<file path="src/rtl/flow_isa_pkg.sv">
// flow_isa_pkg: opcodes, request kinds and encoder states shared by the encoder and the decoder side.
package flow_isa_pkg;
    localparam logic [3:0] OPC_NULL  = 4'h0;
    localparam logic [3:0] OPC_UNARY = 4'hD;
    localparam logic [3:0] OPC_INC   = 4'hE;
    localparam logic [3:0] OPC_JUMP  = 4'hF;

    typedef enum logic [1:0] {
        KIND_NULL   = 2'd0,
        KIND_BINARY = 2'd1,
        KIND_INC    = 2'd2,
        KIND_JUMP   = 2'd3
    } kind_e;

    typedef enum logic [1:0] {ST_IDLE, ST_LOAD, ST_DRAIN} enc_state_e;

    // Opcodes owned by non-binary formats; a binary word carrying one would decode as something else.
    function automatic logic reserved_op(input logic [3:0] op);
        return op == OPC_NULL || op == OPC_UNARY || op == OPC_INC || op == OPC_JUMP;
    endfunction
endpackage

</file>
<file path="src/rtl/instruction_encoder_fifo.sv">
// instruction_encoder_fifo: small synchronous FIFO; a push while full is taken when a pop frees a slot that cycle.
module instruction_encoder_fifo #(
    parameter int W = 16,
    parameter int D = 4
) (
    input  logic                 clk,
    input  logic                 rst_n,
    input  logic                 push,
    input  logic [W-1:0]         din,
    input  logic                 pop,
    output logic [W-1:0]         dout,
    output logic                 full,
    output logic                 empty,
    output logic [$clog2(D):0]   level
);
    localparam int AW = $clog2(D);

    logic [W-1:0]  mem_q [D];
    logic [W-1:0]  mem_d [D];
    logic [AW-1:0] rd_q, rd_d, wr_q, wr_d;
    logic [AW:0]   lvl_q, lvl_d;
    logic          do_push, do_pop;

    always_comb begin
        do_pop  = pop && lvl_q != '0;
        do_push = push && (lvl_q != (AW+1)'(D) || do_pop);
        mem_d   = mem_q;
        if (do_push) mem_d[wr_q] = din;
        wr_d  = wr_q + AW'(do_push);
        rd_d  = rd_q + AW'(do_pop);
        lvl_d = lvl_q + (AW+1)'(do_push) - (AW+1)'(do_pop);
    end

    always_ff @(posedge clk or negedge rst_n) begin
        if (!rst_n) begin
            for (int i = 0; i < D; i++) mem_q[i] <= '0;
            rd_q  <= '0;
            wr_q  <= '0;
            lvl_q <= '0;
        end else begin
            mem_q <= mem_d;
            rd_q  <= rd_d;
            wr_q  <= wr_d;
            lvl_q <= lvl_d;
        end
    end

    assign dout  = mem_q[rd_q];
    assign full  = lvl_q == (AW+1)'(D);
    assign empty = lvl_q == '0;
    assign level = lvl_q;
endmodule

</file>
<file path="src/rtl/instruction_encoder.sv">
// instruction_encoder: packs field requests into 16-bit words and streams them into instruction memory.
// Optional INSTRUCTION_ENCODER_RANGE_CHECK_EN drops binary requests using a reserved opcode and sets err.
module instruction_encoder
    import flow_isa_pkg::*;
(
    input  logic        clk,
    input  logic        rst_n,
    input  logic        start,
    input  logic [7:0]  base_addr,
    input  logic        finish,
    input  logic        in_valid,
    output logic        in_ready,
    input  logic [1:0]  in_kind,
    input  logic [3:0]  in_op,
    input  logic [3:0]  in_a,
    input  logic [3:0]  in_b,
    input  logic [3:0]  in_out,
    input  logic [7:0]  in_imm,
    input  logic [11:0] in_jump,
    output logic        imem_we,
    output logic [7:0]  imem_addr,
    output logic [15:0] imem_wdata,
    output logic        busy,
    output logic        done,
    output logic [8:0]  count,
    output logic        err
);
    enc_state_e  state_q, state_d;
    logic [7:0]  ptr_q, ptr_d, addr_q, addr_d;
    logic [8:0]  count_q, count_d;
    logic [15:0] wdata_q, wdata_d, enc_word, head;
    logic        we_q, we_d, done_q, done_d, err_q, err_d;
    logic        accept, drop, pop, full, empty;
    logic [2:0]  level;

    // Words still in the FIFO are already committed, so they count against the 256-word session limit.
    assign in_ready = state_q == ST_LOAD && !full && ({1'b0, count_q} + 10'(level)) < 10'd256;
    assign accept   = in_valid && in_ready;
    assign pop      = !empty;

`ifdef INSTRUCTION_ENCODER_RANGE_CHECK_EN
    assign drop = in_kind == KIND_BINARY && reserved_op(in_op);
`else
    assign drop = 1'b0;
`endif

    assign enc_word = in_kind == KIND_BINARY ? {in_op, in_a, in_b, in_out}
                    : in_kind == KIND_INC    ? {OPC_INC, in_imm, in_out}
                    : {in_kind == KIND_JUMP ? OPC_JUMP : OPC_NULL, in_jump};

    instruction_encoder_fifo #(.W(16), .D(4)) u_fifo (
        .clk   (clk),
        .rst_n (rst_n),
        .push  (accept && !drop),
        .din   (enc_word),
        .pop   (pop),
        .dout  (head),
        .full  (full),
        .empty (empty),
        .level (level)
    );

    always_comb begin
        state_d = state_q;
        ptr_d   = ptr_q + 8'(pop);
        count_d = (pop && count_q != 9'd256) ? count_q + 9'd1 : count_q;
        we_d    = pop;
        addr_d  = pop ? ptr_q : addr_q;
        wdata_d = pop ? head : wdata_q;
        done_d  = 1'b0;
        err_d   = err_q || (accept && drop);
        case (state_q)
            ST_IDLE: begin
                if (start) begin
                    state_d = ST_LOAD;
                    ptr_d   = base_addr;
                    count_d = '0;
                end
            end
            ST_LOAD:  if (finish) state_d = ST_DRAIN;
            ST_DRAIN: begin
                if (empty) begin
                    state_d = ST_IDLE;
                    done_d  = 1'b1;
                end
            end
            default: state_d = ST_IDLE;
        endcase
    end

    always_ff @(posedge clk or negedge rst_n) begin
        if (!rst_n) begin
            state_q <= ST_IDLE;
            ptr_q   <= '0;
            count_q <= '0;
            we_q    <= 1'b0;
            addr_q  <= '0;
            wdata_q <= '0;
            done_q  <= 1'b0;
            err_q   <= 1'b0;
        end else begin
            state_q <= state_d;
            ptr_q   <= ptr_d;
            count_q <= count_d;
            we_q    <= we_d;
            addr_q  <= addr_d;
            wdata_q <= wdata_d;
            done_q  <= done_d;
            err_q   <= err_d;
        end
    end

    assign imem_we    = we_q;
    assign imem_addr  = addr_q;
    assign imem_wdata = wdata_q;
    assign busy       = state_q != ST_IDLE;
    assign done       = done_q;
    assign count      = count_q;
    assign err        = err_q;
endmodule
</file>
<file path="config.mk">
export PLATFORM = sky130hd
export DESIGN_NAME = instruction_encoder
export DESIGN_NICKNAME = d
export VERILOG_FILES = /design/src/rtl/flow_isa_pkg.sv /design/src/rtl/instruction_encoder_fifo.sv /design/src/rtl/instruction_encoder.sv
export SDC_FILE = /design/constraint.sdc
export NUM_CORES = 1
export LEC_CHECK = 0
export ABC_CLOCK_PERIOD_IN_PS = 6100
export BUFFER_PORTS_ARGS = -buffer_cell sky130_fd_sc_hd__buf_2
export CAP_MARGIN = 10
export CORE_ASPECT_RATIO = 0.7
export CORE_UTILIZATION = 30
export DETAILED_ROUTE_END_ITERATION = 12
export SLEW_MARGIN = 20
export SYNTH_ARGS = -nofsm -noshare
export SYNTH_HDL_FRONTEND = slang
export SYNTH_SLANG_ARGS = --single-unit
</file>
<file path="constraint.sdc">
create_clock -name clk -period 6.1 [get_ports clk]
set_input_delay 0.305 -clock clk [delete_from_list [all_inputs] [get_ports clk]]
set_output_delay 0.305 -clock clk [all_outputs]
set_load 0.005 [all_outputs]
</file>
==> impl_metrics.sql, run 1 <==
INSERT INTO impl_metrics (metric_group, metric, value, unit) VALUES
('status', 'outcome', 'completed', ''),
('critical_path', 'worst_r2r_path_depth', '4', ''),
('sta', 'fin_skew', '0.00757', 'ns'),
('synth', 'synth-async-reset-ratio', '100', '%'),
('synth', 'yosys.cell_types.count', '40', ''),
('critical_path', 'ff_to_ff_end', 'u_fifo.mem_q[59]', ''),
('critical_path', 'critPathLaunchType', 'register', ''),
('synth', 'synth_top_cells_by_area', 'sky130_fd_sc_hd__dfrtp_1 53%, sky130_fd_sc_hd__mux2_2 14%, sky130_fd_sc_hd__mux4_2 6.6%', ''),
('power', 'power.net_switching', '1.13', 'mW'),
('synth', 'synth_edf_count', '0', ''),
('worst_hold_path', 'whs_endpoint', 'ptr_q[3]', ''),
('synth', 'yosys_warnings', '0', ''),
('critical_path', 'critical_path.max_fanout', '16', ''),
('placed_design', 'dp_hpwl', '8170', 'um'),
('sta', 'post-route-worst-setup-slack', '3.54', 'ns'),
('grt', 'antenna_found_initial', '0', ''),
('floorplan', 'start_util', '31.2', '%'),
('sta', 'worstMarginPinSlew', '0.957', 'ns'),
('grt', 'wire_length_of_the_first_global_routing_pass', '19400', 'um'),
('cts', 'cts_made_buffers', '17', ''),
('routing', 'vias', '3680', ''),
('power', 'switching_share', '32.1', '%'),
('grt', 'grt_util_all_layers', '13.9', '%'),
('sta', 'setup_violations', '0', ''),
('job', 'number_of_maximum_capacitance_violations', '0', ''),
('power', 'pwr_density_cell', '529', 'mW/mm^2'),
('synth', 'most_repeated_cell_in_the_gate_level_netlist_after_synthesis', 'sky130_fd_sc_hd__dfrtp_1', ''),
('synth', 'dominantRegCellSynth', 'sky130_fd_sc_hd__dfrtp_1', ''),
('cts', 'htreeDepth', '4', ''),
('sta', 'slew_viol_final', '0', ''),
('synth', 'post-synth-top-area-fraction', '53.3', '%'),
('sta', 'timing_hold_violations_final', '0', ''),
('routing', 'route.detailed.vias_per_inst', '4.76', ''),
('cts', 'cts_sinks', '116', ''),
('critical_path', 'r2r_setup_slack', '3.54', 'ns'),
('power', 'sequentialPowerShare', '41.0', '%'),
('critical_path', 'r2r_start', 'u_fifo.level[1]', ''),
('floorplan', 'floorplan.die.width', '163', 'um'),
('synth', 'synth.avg_cell_area', '12.3', 'um^2'),
('cts', 'cts_tree', 'done', ''),
('cts', 'cts_setup_buffers', '0', ''),
('sta', 'fin_tns_setup', '0', 'ns'),
('synth', 'syn-instance-count', '441', ''),
('placed_design', 'dp_worst_setup_slack', '3.50', 'ns'),
('floorplan', 'design.portCount', '89', ''),
('layout', 'insertedDiodeCount', '0', ''),
('sta', 'fmax', '391', 'MHz'),
('critical_path', 'worst_ep_required_time', '6.39', 'ns'),
('synth', 'synth_top_cells_by_count', '116 x sky130_fd_sc_hd__dfrtp_1, 82 x sky130_fd_sc_hd__nand2_1, 70 x sky130_fd_sc_hd__mux2_2', ''),
('critical_path', 'worst_setup_path_end_kind', 'register', ''),
('routing', 'drc', '0', ''),
('floorplan', 'core.rowCount', '40', ''),
('grt', 'largest_net_degree_at_the_start_of_global_routing', '76', ''),
('cts', 'clock_tree.buffer_depth', '2', ''),
('sta', 'final.min_clock_period', '2.56', 'ns'),
('synth', 'synth.largest_area_cell', 'sky130_fd_sc_hd__dfrtp_1', ''),
('synth', 'post_synth_instance_area', '0.00544', 'mm^2'),
('sta', 'rsz_0062_raised_after_global_routing', 'no', ''),
('cts', 'clk_root_buffer_cell', 'sky130_fd_sc_hd__clkbuf_16', ''),
('synth', 'ys_seq_elements', '116', ''),
('grt', 'via_count_of_the_first_global_routing_pass', '3680', ''),
('cts', 'cts.reportedPaths.clkPinSlew', '0.05', 'ns'),
('layout', 'post_route_cells_drive_above_1_share', '39.3', '%'),
('layout', 'num-nets-final', '593', ''),
('routing', 'drtPass1Iterations', '4', ''),
('floorplan', 'chipHeight', '115', 'um'),
('worst_hold_path', 'hold_start', 'base_addr[3]', ''),
('worst_hold_path', 'hold_path.class', 'in2reg', ''),
('power', 'clock_power_share', '26.9', '%'),
('routing', 'drt.antenna.violating_nets', '0', ''),
('placed_design', 'buffer_ports.inserted', '87', '');
through the flow:
step | hold slack [ns] | std cells | cell area [um^2] | utilization, %
6_report | 0.115 | 773 | 6680 | 38.2
5_1_grt | 0.121 | 773 | 6680 | 38.2
4_1_cts | 0.0943 | 773 | 6680 | 38.2
3_5_place_dp | 0.332 | 742 | 6100 | 34.9
3_3_place_gp | 0.316 | 742 | 6100 | 34.9
2_1_floorplan | 0.00941 | 441 | 5440 | -
worst max-delay path by stage:
stage / startpoint / to / slack [ns] / cells after the start
5_1_grt: u_fifo.level[1] / u_fifo.mem_q[59] / 3.38 / 4
6_report: u_fifo.level[1] / u_fifo.mem_q[59] / 3.54 / 4
3_5_place_dp: u_fifo.level[1] / u_fifo.mem_q[59] / 3.50 / 4
3_3_place_gp: u_fifo.level[2] / u_fifo.mem_q[55] / 3.61 / 5
4_1_cts: u_fifo.level[1] / u_fifo.mem_q[59] / 3.49 / 4
2_1_floorplan: u_fifo.level[1] / u_fifo.level[2] / 3.41 / 10
cells in the final DEF (no fill, tap or decap), types with 3 or more instances in the layout:
cell / synthesis / routed
sky130_fd_sc_hd__mux2_2: 70 / 70
sky130_fd_sc_hd__inv_1: 10 / 10
sky130_fd_sc_hd__buf_4: 4 / 5
sky130_fd_sc_hd__xor2_1: 10 / 10
sky130_fd_sc_hd__a211oi_1: 9 / 9
sky130_fd_sc_hd__o21ai_0: 8 / 8
sky130_fd_sc_hd__nor2b_1: 10 / 10
sky130_fd_sc_hd__a21o_1: 3 / 3
sky130_fd_sc_hd__clkinv_2: 0 / 5
sky130_fd_sc_hd__xnor2_1: 8 / 8
sky130_fd_sc_hd__ha_1: 10 / 10
sky130_fd_sc_hd__nand4_1: 3 / 3
sky130_fd_sc_hd__dfrtp_1: 116 / 115
sky130_fd_sc_hd__nor2_1: 13 / 13
sky130_fd_sc_hd__buf_2: 3 / 86
sky130_fd_sc_hd__and3_1: 4 / 4
sky130_fd_sc_hd__mux2i_1: 9 / 9
sky130_fd_sc_hd__clkbuf_16: 0 / 17
sky130_fd_sc_hd__a21oi_1: 11 / 11
sky130_fd_sc_hd__nand3_1: 6 / 6
sky130_fd_sc_hd__nand2_1: 82 / 82
sky130_fd_sc_hd__mux4_2: 16 / 16
layout make-up:
type                       instances  area, um^2
inverter                          11        41.3
clock inverter                    10         109
timing repair buffer              92         478
clock buffer                      20         457
fill                            1647       10800
sequential                       116        2900
multi-input combinational        293        2400
tap                              231         289
layer usage:
metal / track usage (%) / part of all wire (%) / wire [um] / vias up
met1: 17.9 / 46 / 5640 / 1848
met4: 5.79 / 1.7 / 206 / 0
li1: - / - / - / 1720
met3: 3.91 / 4.3 / 524 / 21
met2: 21.8 / 48 / 5880 / 91
met5: 0 / 0 / 0 / -
power by group through the flow:
stage | Combinational [mW] | Clock, mW | Sequential (mW)
after floorplan | 0.879 | 0 | 1.33
after global placement | 1.11 | 0 | 1.42
after detailed placement | 1.15 | 0 | 1.46
after CTS | 1.16 | 0.972 | 1.45
after global routing | 1.27 | 1.00 | 1.50
final | 1.13 | 0.950 | 1.45
flip-flops by register name (all words and copies together) (netlist names):
name / flops
u_fifo.wr_q: 2
u_fifo.rd_q: 2
state_q: 2
count: 9
u_fifo.mem_q: 64
imem_wdata: 16
u_fifo.level: 3
ptr_q: 8
imem_addr: 8
done: 1
imem_we: 1
worst max-delay path, stage by stage (launching register included):
cell and delay, ns:
sky130_fd_sc_hd__dfrtp_1 0.53, sky130_fd_sc_hd__nor2_1 0.12, sky130_fd_sc_hd__a2111oi_4 0.54, sky130_fd_sc_hd__and4_1 0.82, sky130_fd_sc_hd__mux2_2 0.42
logic make-up after synthesis:
family	after synthesis	synth area share, %
AOI/OAI and AO/OA	36	4.46
xor gates and xnor gates	18	2.90
adders and majority gates	11	2.67
buffers and inverters	32	2.69
DFF	116	53.3
muxes	95	22.8
other	1	0.0689
and+or+nand+nor	132	11.1
what timing repair did:
action	CTS	global route
setup endpoints to repair	0	0
hold endpoints to repair	41	0
hold buffers	1	0
Power figures use the tool's default switching activity.
==> inputs of run 2 (changes only) <==
--- a/config.mk
+++ b/config.mk
@@ -5,7 +5,7 @@
 export SDC_FILE = /design/constraint.sdc
 export NUM_CORES = 1
 export LEC_CHECK = 0
-export ABC_CLOCK_PERIOD_IN_PS = 6100
+export ABC_CLOCK_PERIOD_IN_PS = 2150
 export BUFFER_PORTS_ARGS = -buffer_cell sky130_fd_sc_hd__buf_2
 export CAP_MARGIN = 10
 export CORE_ASPECT_RATIO = 0.7
==> constraint.sdc (replaced) <==
create_clock -name clk -period 2.15 [get_ports clk]
set_input_delay 0.1075 -clock clk [delete_from_list [all_inputs] [get_ports clk]]
set_output_delay 0.1075 -clock clk [all_outputs]
set_load 0.005 [all_outputs]
==> impl_metrics.sql, run 2 (synthesis results as in run 1) <==
INSERT INTO impl_metrics (metric_group, metric, value, unit) VALUES
('routing', 'routed_wirelength', '12500', 'um'),
('critical_path', 'setup.worst_path.class', 'reg2reg', ''),
('layout', 'areaGrowthSynthToFinish', '30.8', '%'),
('sta', 'slew_headroom', '52.9', '%'),
('layout', 'largest-register', 'u_fifo.mem_q', ''),
('placed_design', 'number_of_placed_instances_taps_included', '763', ''),
('placed_design', 'buffer_ports.inserted', '87', ''),
('sta', 'fin_hold_ws', '0.126', 'ns'),
('layout', 'largest_reg_flops', '64', ''),
('sta', 'fin_tns_setup', '0', 'ns'),
('critical_path', 'slowest_delay', '0.39', 'ns'),
('power', 'leakage', '3.31', 'nW'),
('critical_path', 'worst_ep_required_time', '2.44', 'ns'),
('sta', 'setup_violations', '0', ''),
('critical_path', 'critPathLaunchType', 'register', ''),
('floorplan', 'design.portCount', '89', ''),
('cts', 'cts_sinks', '116', ''),
('job', 'number_of_maximum_capacitance_violations', '0', ''),
('grt', 'wire_length_of_the_first_global_routing_pass', '20200', 'um'),
('routing', 'drc', '0', ''),
('placed_design', 'dp_hpwl', '8290', 'um'),
('sta', 'fin_skew', '0.0126', 'ns'),
('routing', 'post_drt_wl_per_cell', '15.5', 'um'),
('sta', 'rsz_0062_raised_after_global_routing', 'yes', ''),
('routing', 'drtPass1Iterations', '4', ''),
('cts', 'cts.reportedPaths.clkPinSlew', '0.05', 'ns'),
('critical_path', 'crit_path_cell_trace', 'ha_1, a21oi_2, a211o_1, and3_4, ha_4, inv_2, fa_2, xnor2_2, xnor2_1', ''),
('status', 'outcome', 'completed', ''),
('layout', 'layoutNonFillerInstCount', '806', ''),
('sta', 'worstMarginPinSlew', '0.706', 'ns'),
('cts', 'clock_latency', '0.41', 'ns'),
('floorplan', 'core.rowCount', '40', ''),
('critical_path', 'worst_ep_arrival_time', '2.38', 'ns'),
('floorplan', 'dieArea', '0.0187', 'mm^2'),
('power', 'power.ir.vdd_worst', '731', 'uV'),
('critical_path', 'critical_path_top_delay_cell', 'sky130_fd_sc_hd__dfrtp_1', ''),
('cts', 'clk_root_buffer_cell', 'sky130_fd_sc_hd__clkbuf_16', ''),
('layout', 'post_route_cells_drive_above_1_share', '43.0', '%'),
('sta', 'final.min_clock_period', '2.10', 'ns'),
('floorplan', 'start_util', '31.2', '%'),
('layout', 'layout_common_cells', '115 x sky130_fd_sc_hd__dfrtp_1, 86 x sky130_fd_sc_hd__buf_2, 82 x sky130_fd_sc_hd__nand2_1', ''),
('layout', 'finalCoreUtilization', '40.8', '%'),
('placed_design', 'final_weighted_congestion_of_routability_driven_global_placement', '0.770', ''),
('cts', 'cts_made_buffers', '17', ''),
('critical_path', 'worst_setup_path_end_kind', 'register', ''),
('power', 'total_power', '10.5', 'mW'),
('layout', 'num-nets-final', '624', ''),
('sta', 'final_min_period_over_clock_period', '97.5', '%'),
('floorplan', 'coreArea', '0.0175', 'mm^2'),
('routing', 'vias', '3754', ''),
('critical_path', 'critical_path.max_fanout', '2', ''),
('grt', 'grt_util_all_layers', '14.3', '%'),
('grt', 'largest_net_degree_at_the_start_of_global_routing', '54', ''),
('cts', 'cts_tree', 'done', ''),
('routing', 'route.detailed.vias_per_inst', '4.66', ''),
('grt', 'via_count_of_the_first_global_routing_pass', '3897', ''),
('worst_hold_path', 'hold_path.class', 'in2reg', ''),
('floorplan', 'floorplan.die.width', '163', 'um'),
('sta', 'fmax', '477', 'MHz'),
('sta', 'slew_viol_final', '0', ''),
('sta', 'timing_hold_violations_final', '0', ''),
('routing', 'drt.antenna.violating_nets', '0', ''),
('cts', 'htreeDepth', '4', ''),
('floorplan', 'chipHeight', '115', 'um'),
('power', 'pwr_density_cell', '1480', 'mW/mm^2'),
('cts', 'cts_setup_buffers', '0', ''),
('layout', 'insertedDiodeCount', '0', ''),
('layout', 'layout_commonest_cell', 'sky130_fd_sc_hd__dfrtp_1', ''),
('routing', 'first_iter_violations', '196', ''),
('grt', 'grt-ovfl-total', '0', ''),
('cts', 'clock_tree.buffer_depth', '2', ''),
('grt', 'antenna_found_initial', '0', '');
[run 2: cell type report]
| class | count | area (um^2) |
|---|---|---|
| clock buffers | 21 | 470 |
| clock inverters | 11 | 149 |
| fillers | 1661 | 10300 |
| inverters | 11 | 42.5 |
| multi-input cells | 293 | 2460 |
| flip-flops and latches | 116 | 2900 |
| well taps | 231 | 289 |
| repair buffers | 123 | 806 |
[run 2: what timing repair did]
action,in CTS,in global routing
pin swaps,2,7
hold buffers,11,0
resized for setup,2,4
endpoints found under the setup margin,2,7
hold endpoints to repair,59,0
[run 2: critical path, delay by kind of cell (launching register included)]
kind                       cells  cell delay (ns)
adders and majority gates      3             0.78
DFF                            1             0.39
AOI/OAI and AO/OA              2             0.31
xor gates and xnor gates       2             0.26
and+or+nand+nor                1             0.21
buffers and inverters          1             0.03
[run 2: where the power goes]
group / total [mW] / switching (mW) / internal (mW)
Combinational: 3.74 / 1.69 / 2.05
Clock: 2.92 / 1.00 / 1.92
Sequential: 3.89 / 0.641 / 3.25
Total: 10.5 / 3.33 / 7.21
[run 2: worst paths after layout]
kind | start | endpoint | slack, ns | depth (start not counted)
worst max-delay path | u_fifo.level[2] | u_fifo.level[2] | 0.05 | 9
worst min-delay path | in_op[2] | u_fifo.mem_q[62] | 0.13 | 3
worst max register to register | u_fifo.level[2] | u_fifo.level[2] | 0.05 | 9
worst min register to register | imem_wdata[13] | imem_wdata[13] | 0.46 | 2
max in group asynchronous | rst_n | u_fifo.mem_q[55] | 1.08 | 3
min in group asynchronous | rst_n | count[7] | 0.29 | 2
[run 2: through the flow]
stage / setup slack (ns) / instance area, um^2
global route: -0.0508 / 7120
finish: 0.0538 / 7120
floorplan: -0.173 / 5500
CTS: -0.000536 / 7110
global placement: 0.0697 / 6360
detailed placement: -0.0398 / 6360
[run 2: metal layers]
metal  GRT usage (%)  routed length (um)  vias to the layer above
met3            3.62                 429                       13
met1            17.7                5800                     1877
met5               0                   0                        -
met4            4.86                 130                        0
met2            24.4                6140                       73
li1                -                   -                     1791
